<file path="src/rtl/dec_bypass_scoreboard.sv">
// Decode-stage operand bypass, load-use/long-latency hazard detection and
// register scoreboard for out-of-order long-latency writeback.
module dec_bypass_scoreboard #(
    parameter int NSTG    = 3,
    parameter int XLEN    = 32,
    parameter int AW      = 5,
    parameter int MAXLONG = 4
) (
    input  logic                 clk,
    input  logic                 rstn,
    input  logic                 dec_valid,
    input  logic                 dec_rs1_en,
    input  logic                 dec_rs2_en,
    input  logic [AW-1:0]        dec_rs1,
    input  logic [AW-1:0]        dec_rs2,
    input  logic                 dec_we,
    input  logic [AW-1:0]        dec_rd,
    input  logic                 dec_long,
    input  logic                 ex_allowin,
    input  logic [XLEN-1:0]      rf_rdata1,
    input  logic [XLEN-1:0]      rf_rdata2,
    input  logic [NSTG-1:0]      fwd_valid,
    input  logic [NSTG*AW-1:0]   fwd_dest,
    input  logic [NSTG-1:0]      fwd_rdy,
    input  logic [NSTG*XLEN-1:0] fwd_data,
    input  logic                 lwb_valid,
    input  logic [AW-1:0]        lwb_dest,
    input  logic [XLEN-1:0]      lwb_data,
    output logic [XLEN-1:0]      src1_value,
    output logic [XLEN-1:0]      src2_value,
    output logic                 dec_ready_go,
    output logic                 issue_fire,
    output logic [3:0]           long_cnt,
    output logic                 sb_err,
    output logic [31:0]          stall_cycles
);

    localparam int         NREG   = 1 << AW;
    localparam logic [3:0] LP_MAX = 4'(MAXLONG);

    logic [NREG-1:0] r_pending;
    logic [3:0]      r_long_cnt;
    logic            r_sb_err;
    logic [31:0]     r_stall_cycles;

    logic [XLEN:0]   w_res1;
    logic [XLEN:0]   w_res2;
    logic            w_waw;
    logic            w_cap;
    logic            w_ready_go;
    logic            w_fire;
    logic            w_lwb_clr;
    logic            w_lwb_err;
    logic            w_set;
    logic [NREG-1:0] w_pending_nxt;
    logic [3:0]      w_long_cnt_nxt;

    // Returns {hazard, value}; the youngest matching stage decides readiness,
    // so an older ready copy never masks a younger load still in flight.
    function automatic logic [XLEN:0] f_resolve(
        input logic                 en,
        input logic [AW-1:0]        rs,
        input logic [XLEN-1:0]      rf,
        input logic [NSTG-1:0]      fv,
        input logic [NSTG*AW-1:0]   fd,
        input logic [NSTG-1:0]      fr,
        input logic [NSTG*XLEN-1:0] fdat,
        input logic                 lv,
        input logic [AW-1:0]        ld,
        input logic [XLEN-1:0]      ldat,
        input logic [NREG-1:0]      pend
    );
        logic            found;
        logic            yrdy;
        logic            lhit;
        logic            haz;
        logic [XLEN-1:0] val;
        found = 1'b0;
        yrdy  = 1'b1;
        haz   = 1'b0;
        val   = rf;
        lhit  = lv && (ld == rs);
        for (int i = 0; i < NSTG; i++) begin
            if (!found && fv[i] && (fd[i*AW +: AW] == rs)) begin
                found = 1'b1;
                val   = fdat[i*XLEN +: XLEN];
                yrdy  = fr[i];
            end else begin
                found = found;
            end
        end
        if (rs == {AW{1'b0}}) begin
            val = {XLEN{1'b0}};
            haz = 1'b0;
        end else if (found) begin
            haz = en && !yrdy;
        end else if (lhit) begin
            val = ldat;
            haz = 1'b0;
        end else begin
            val = rf;
            haz = en && pend[rs];
        end
        return {haz, val};
    endfunction

    // Operand resolution, issue gating and scoreboard next-state.
    always_comb begin
        w_res1 = f_resolve(dec_rs1_en, dec_rs1, rf_rdata1, fwd_valid, fwd_dest, fwd_rdy,
                           fwd_data, lwb_valid, lwb_dest, lwb_data, r_pending);
        w_res2 = f_resolve(dec_rs2_en, dec_rs2, rf_rdata2, fwd_valid, fwd_dest, fwd_rdy,
                           fwd_data, lwb_valid, lwb_dest, lwb_data, r_pending);
        w_waw      = dec_we && (dec_rd != {AW{1'b0}}) && r_pending[dec_rd];
        w_cap      = dec_long && (r_long_cnt == LP_MAX);
        w_ready_go = !(w_res1[XLEN] || w_res2[XLEN] || w_waw || w_cap);
        w_fire     = dec_valid && w_ready_go && ex_allowin;

        w_lwb_clr = lwb_valid && (lwb_dest != {AW{1'b0}}) && r_pending[lwb_dest];
        w_lwb_err = lwb_valid && !w_lwb_clr;
        w_set     = w_fire && dec_long && dec_we && (dec_rd != {AW{1'b0}});

        // Set and clear never target the same register: WAW blocks issue to a pending one.
        w_pending_nxt  = r_pending;
        w_long_cnt_nxt = r_long_cnt;
        if (w_lwb_clr) begin
            w_pending_nxt[lwb_dest] = 1'b0;
            w_long_cnt_nxt          = w_long_cnt_nxt - 4'd1;
        end else begin
            w_long_cnt_nxt = w_long_cnt_nxt;
        end
        if (w_set) begin
            w_pending_nxt[dec_rd] = 1'b1;
            w_long_cnt_nxt        = w_long_cnt_nxt + 4'd1;
        end else begin
            w_long_cnt_nxt = w_long_cnt_nxt;
        end
    end

    // Scoreboard, error flag and stall counter registers.
    always_ff @(posedge clk) begin
        if (!rstn) begin
            r_pending      <= {NREG{1'b0}};
            r_long_cnt     <= 4'd0;
            r_sb_err       <= 1'b0;
            r_stall_cycles <= 32'd0;
        end else begin
            r_pending  <= w_pending_nxt;
            r_long_cnt <= w_long_cnt_nxt;
            if (w_lwb_err) begin
                r_sb_err <= 1'b1;
            end else begin
                r_sb_err <= r_sb_err;
            end
            if (dec_valid && !w_ready_go && (r_stall_cycles != 32'hFFFF_FFFF)) begin
                r_stall_cycles <= r_stall_cycles + 32'd1;
            end else begin
                r_stall_cycles <= r_stall_cycles;
            end
        end
    end

    assign src1_value   = w_res1[XLEN-1:0];
    assign src2_value   = w_res2[XLEN-1:0];
    assign dec_ready_go = w_ready_go;
    assign issue_fire   = w_fire;
    assign long_cnt     = r_long_cnt;
    assign sb_err       = r_sb_err;
    assign stall_cycles = r_stall_cycles;

endmodule

</file>
<file path="config.mk">
export PLATFORM = sky130hd
export DESIGN_NAME = dec_bypass_scoreboard
export DESIGN_NICKNAME = d
export VERILOG_FILES = /design/src/rtl/dec_bypass_scoreboard.sv
export SDC_FILE = /design/constraint.sdc
export NUM_CORES = 1
export LEC_CHECK = 0
export CAP_MARGIN = 20
export CORE_MARGIN = 1.5
export CORE_UTILIZATION = 39
export CTS_CLUSTER_DIAMETER = 50
export DETAILED_ROUTE_END_ITERATION = 8
export PLACE_DENSITY_LB_ADDON = 0.05
export SLEW_MARGIN = 10
export SYNTH_ARGS = -nofsm -noshare
export SYNTH_HDL_FRONTEND = slang
export SYNTH_SLANG_ARGS = --single-unit
</file>
<file path="constraint.sdc">
create_clock -name clk -period 3.8 [get_ports clk]
set_clock_uncertainty 0.15 [all_clocks]
set_input_delay 0.76 -clock clk [delete_from_list [all_inputs] [get_ports clk]]
set_output_delay 0.76 -clock clk [all_outputs]
set_load 0.05 [all_outputs]
</file>
==> reports/qor.yml <==
outcome: "complete, but fails checks"
violations: "negative setup slack"
worstSetupPathType: "primary input to output port"
synthCells: 1039
dr.pass1.iters: 7
ys_ff_latch: 69
drtIter0Drc: 854
worstSetupStartpoint: "dec_rs1[1]"
wirelength_mm: 44.3
clkTransAtPathRegs_ns: 0.06
fp.dieW_um: 144
cp_slowest_stage_delay_ns: 0.41
initial_utilization_pct: 39.8
leakage_nw: 5.94
hold_viol: 0
syn_area_um2: 7770
crit_chain: "buf_6 -> buf_8 -> xor2_1 -> nor4_2 -> buf_4 -> and3_4 -> and4b_2 -> a221oi_4 -> and2_4 -> and3_4 -> buf_12"
grt_usage_pct: 38.1
drive_gt1_share_pct: 37.1
ctsRootBufferMaster: "clkbuf_16"
area_delta_synth_final_pct: 104
synth.net_count: 1285
synth-seq-area-share_pct: 17.8
clock.fmax_ghz: 0.254
crit_arrival_ns: 3.03
max-vdd-ir-drop_uv: 318
cts.sinks: 69
cp-end-kind: "output port"
grt_start_max_net_pins: 69
crit_top_cell: "and3_4"
setup_viol: 15
postLayoutCoreUtil_pct: 81.0
grt_first_pass_wirelength_mm: 60.1
path_delay_family: "simple AND/OR/NAND/NOR gates"
place_ws_ns: -0.902
rsz0062_at_grt: "true"
core-area_um2: 19500
cp_max_fo: 6
dp_hpwl_mm: 29.2
synth.avg_cell_area_um2: 7.48
antenna_found_initial: 10
hold_path.class: "flop to flop"
ys_types: 66
fp.dieArea_um2: 20800
ys_warn_count: 0
tightest_slew_ns: 0.766
setup-tns-final_ns: -0.847
fin_nets: 1740
drc: 0
gp_congestion: 0.978
clk_path_buf_depth: 2
port_buffers: 344
setup_ws_ns: -0.137
period_share_pct: 104
fin_crit_ns: 3.94
io-pin-count: 345
relSlewSlack_pct: 48.8
rows: 51
grt_overflow: 0
reg2reg_from: "r_pending[15]"
synth-async-reset-ratio_pct: 0
clk_latency_ns: 0.34
htree_levels: 3
layout_commonest_cell: "clkdlybuf4s50_1"
cellPowerDensity_nw_per_um2: 207
drv_cap: 0
cts-buffers-inserted: 9
slew_viol_final: 0
total_power_mw: 3.27
start_kind: "primary input"
min_from: "stall_cycles[21]"
cts_tree: "built"
fin_area_um2: 15800
final_cell_mix: "clkdlybuf4s50_1, nor2_1, buf_4"
vias: 11028
path_buf_inv: 4
synth_edf_count: 0
die_y_um: 144
dpl_cell_area_um2: 13800
yosys_most_used_dff: "dfxtp_1"
ant_nets: 0
crit_slowest_cell: "nor4_2"
required_ns: 2.89
routed_via_density: 6.22
wl_per_cell_um: 25.0
grt_pass1_vias: 10249
cell type report:
class / count / area, um^2
Multi-Input combinational cell: 859 / 7380
Timing Repair Buffer: 540 / 6360
Fill cell: 1241 / 3710
Sequential cell: 69 / 1380
Tap cell: 265 / 332
Clock buffer: 10 / 239
Inverter: 15 / 56.3
Clock inverter: 6 / 47.5
Antenna cell: 9 / 22.5
registers in the layout, indices dropped and copies added, names as in the netlist:
signal / count
sb_err: 1
r_pending: 32
long_cnt: 4
stall_cycles: 32
worst paths after layout:
kind / slack, ns / end / cells after the start
max: -0.14 / issue_fire / 11
min: 0.33 / stall_cycles[21] / 2
min reg2reg: 0.33 / stall_cycles[21] / 2
max reg2reg: 0.64 / r_pending[13] / 11
synth_stat cells (all sizes together) (2+ instances only):
library cell	n	area, um^2
or3b	5	43.8
nor4b	3	26.3
nand2b	30	188
nor4	13	81.3
nand4	19	119
mux2	23	259
nor2	173	649
inv	15	56.3
a311oi	3	32.5
o22ai	14	93.8
or3	7	43.8
nand4b	2	17.5
and3	16	100
mux4	18	413
a221oi	25	243
nand3b	8	60.1
o41ai	2	17.5
or2	3	18.8
nor2b	4	25.0
a2111oi	2	17.5
nand2	39	146
buf	29	151
a32o	2	20.0
nand3	32	173
a21oi	69	349
o211ai	24	185
xnor2	15	131
dfxtp	69	1380
mux2i	95	951
and2	6	37.5
ha	4	50.1
a41oi	3	26.3
or4	5	37.5
and4	4	35.0
a21o	2	15.0
clkbuf	68	256
nor3	16	80.1
o21ai	46	234
xor2	34	298
a211oi	81	608
worst min-delay path, cell delays in order (launching register included):
cell and delay (ns):
dfxtp_1 0.33, nand2_1 0.06, mux2i_1 0.05
logic make-up after synthesis:
logic type / Yosys count / share of synthesized area [%]
adder cells (fa/ha/maj): 4 / 0.644
buffers and inverters: 112 / 5.98
XOR/XNOR: 49 / 5.52
multiplexers: 136 / 20.9
flip-flops: 69 / 17.8
AND/OR/NAND/NOR: 388 / 24.6
AO/OA/AOI/OAI: 281 / 24.6
layer usage:
| metal | global-route usage, % | vias up | part of all wire, % |
|---|---|---|---|
| met3 | 10.0 | 231 | 10 |
| met5 | 0 | - | 0.081 |
| li1 | - | 4792 | - |
| met2 | 64.9 | 706 | 48 |
| met4 | 24.6 | 6 | 6.9 |
| met1 | 42.1 | 5293 | 34 |
metrics by stage:
step	std cells	hold slack, ns
after floorplan	1039	0.317
after global placement	1688	0.312
after detailed placement	1688	0.315
after CTS	1744	0.334
after global routing	1770	0.360
final	1773	0.331
report_power, final:
part | switching (mW) | internal (mW) | total (mW)
Clock | 0.337 | 0.463 | 0.800
Combinational | 0.850 | 0.885 | 1.74
Sequential | 0.00422 | 0.727 | 0.731
what timing repair did:
item	in CTS	in global routing
gates resized for setup	187	123
setup endpoints to repair	108	66
pin swaps	65	50
hold buffers	0	0
buffers inserted	35	18
cloned	10	5
(Power assumes the default switching activity.)
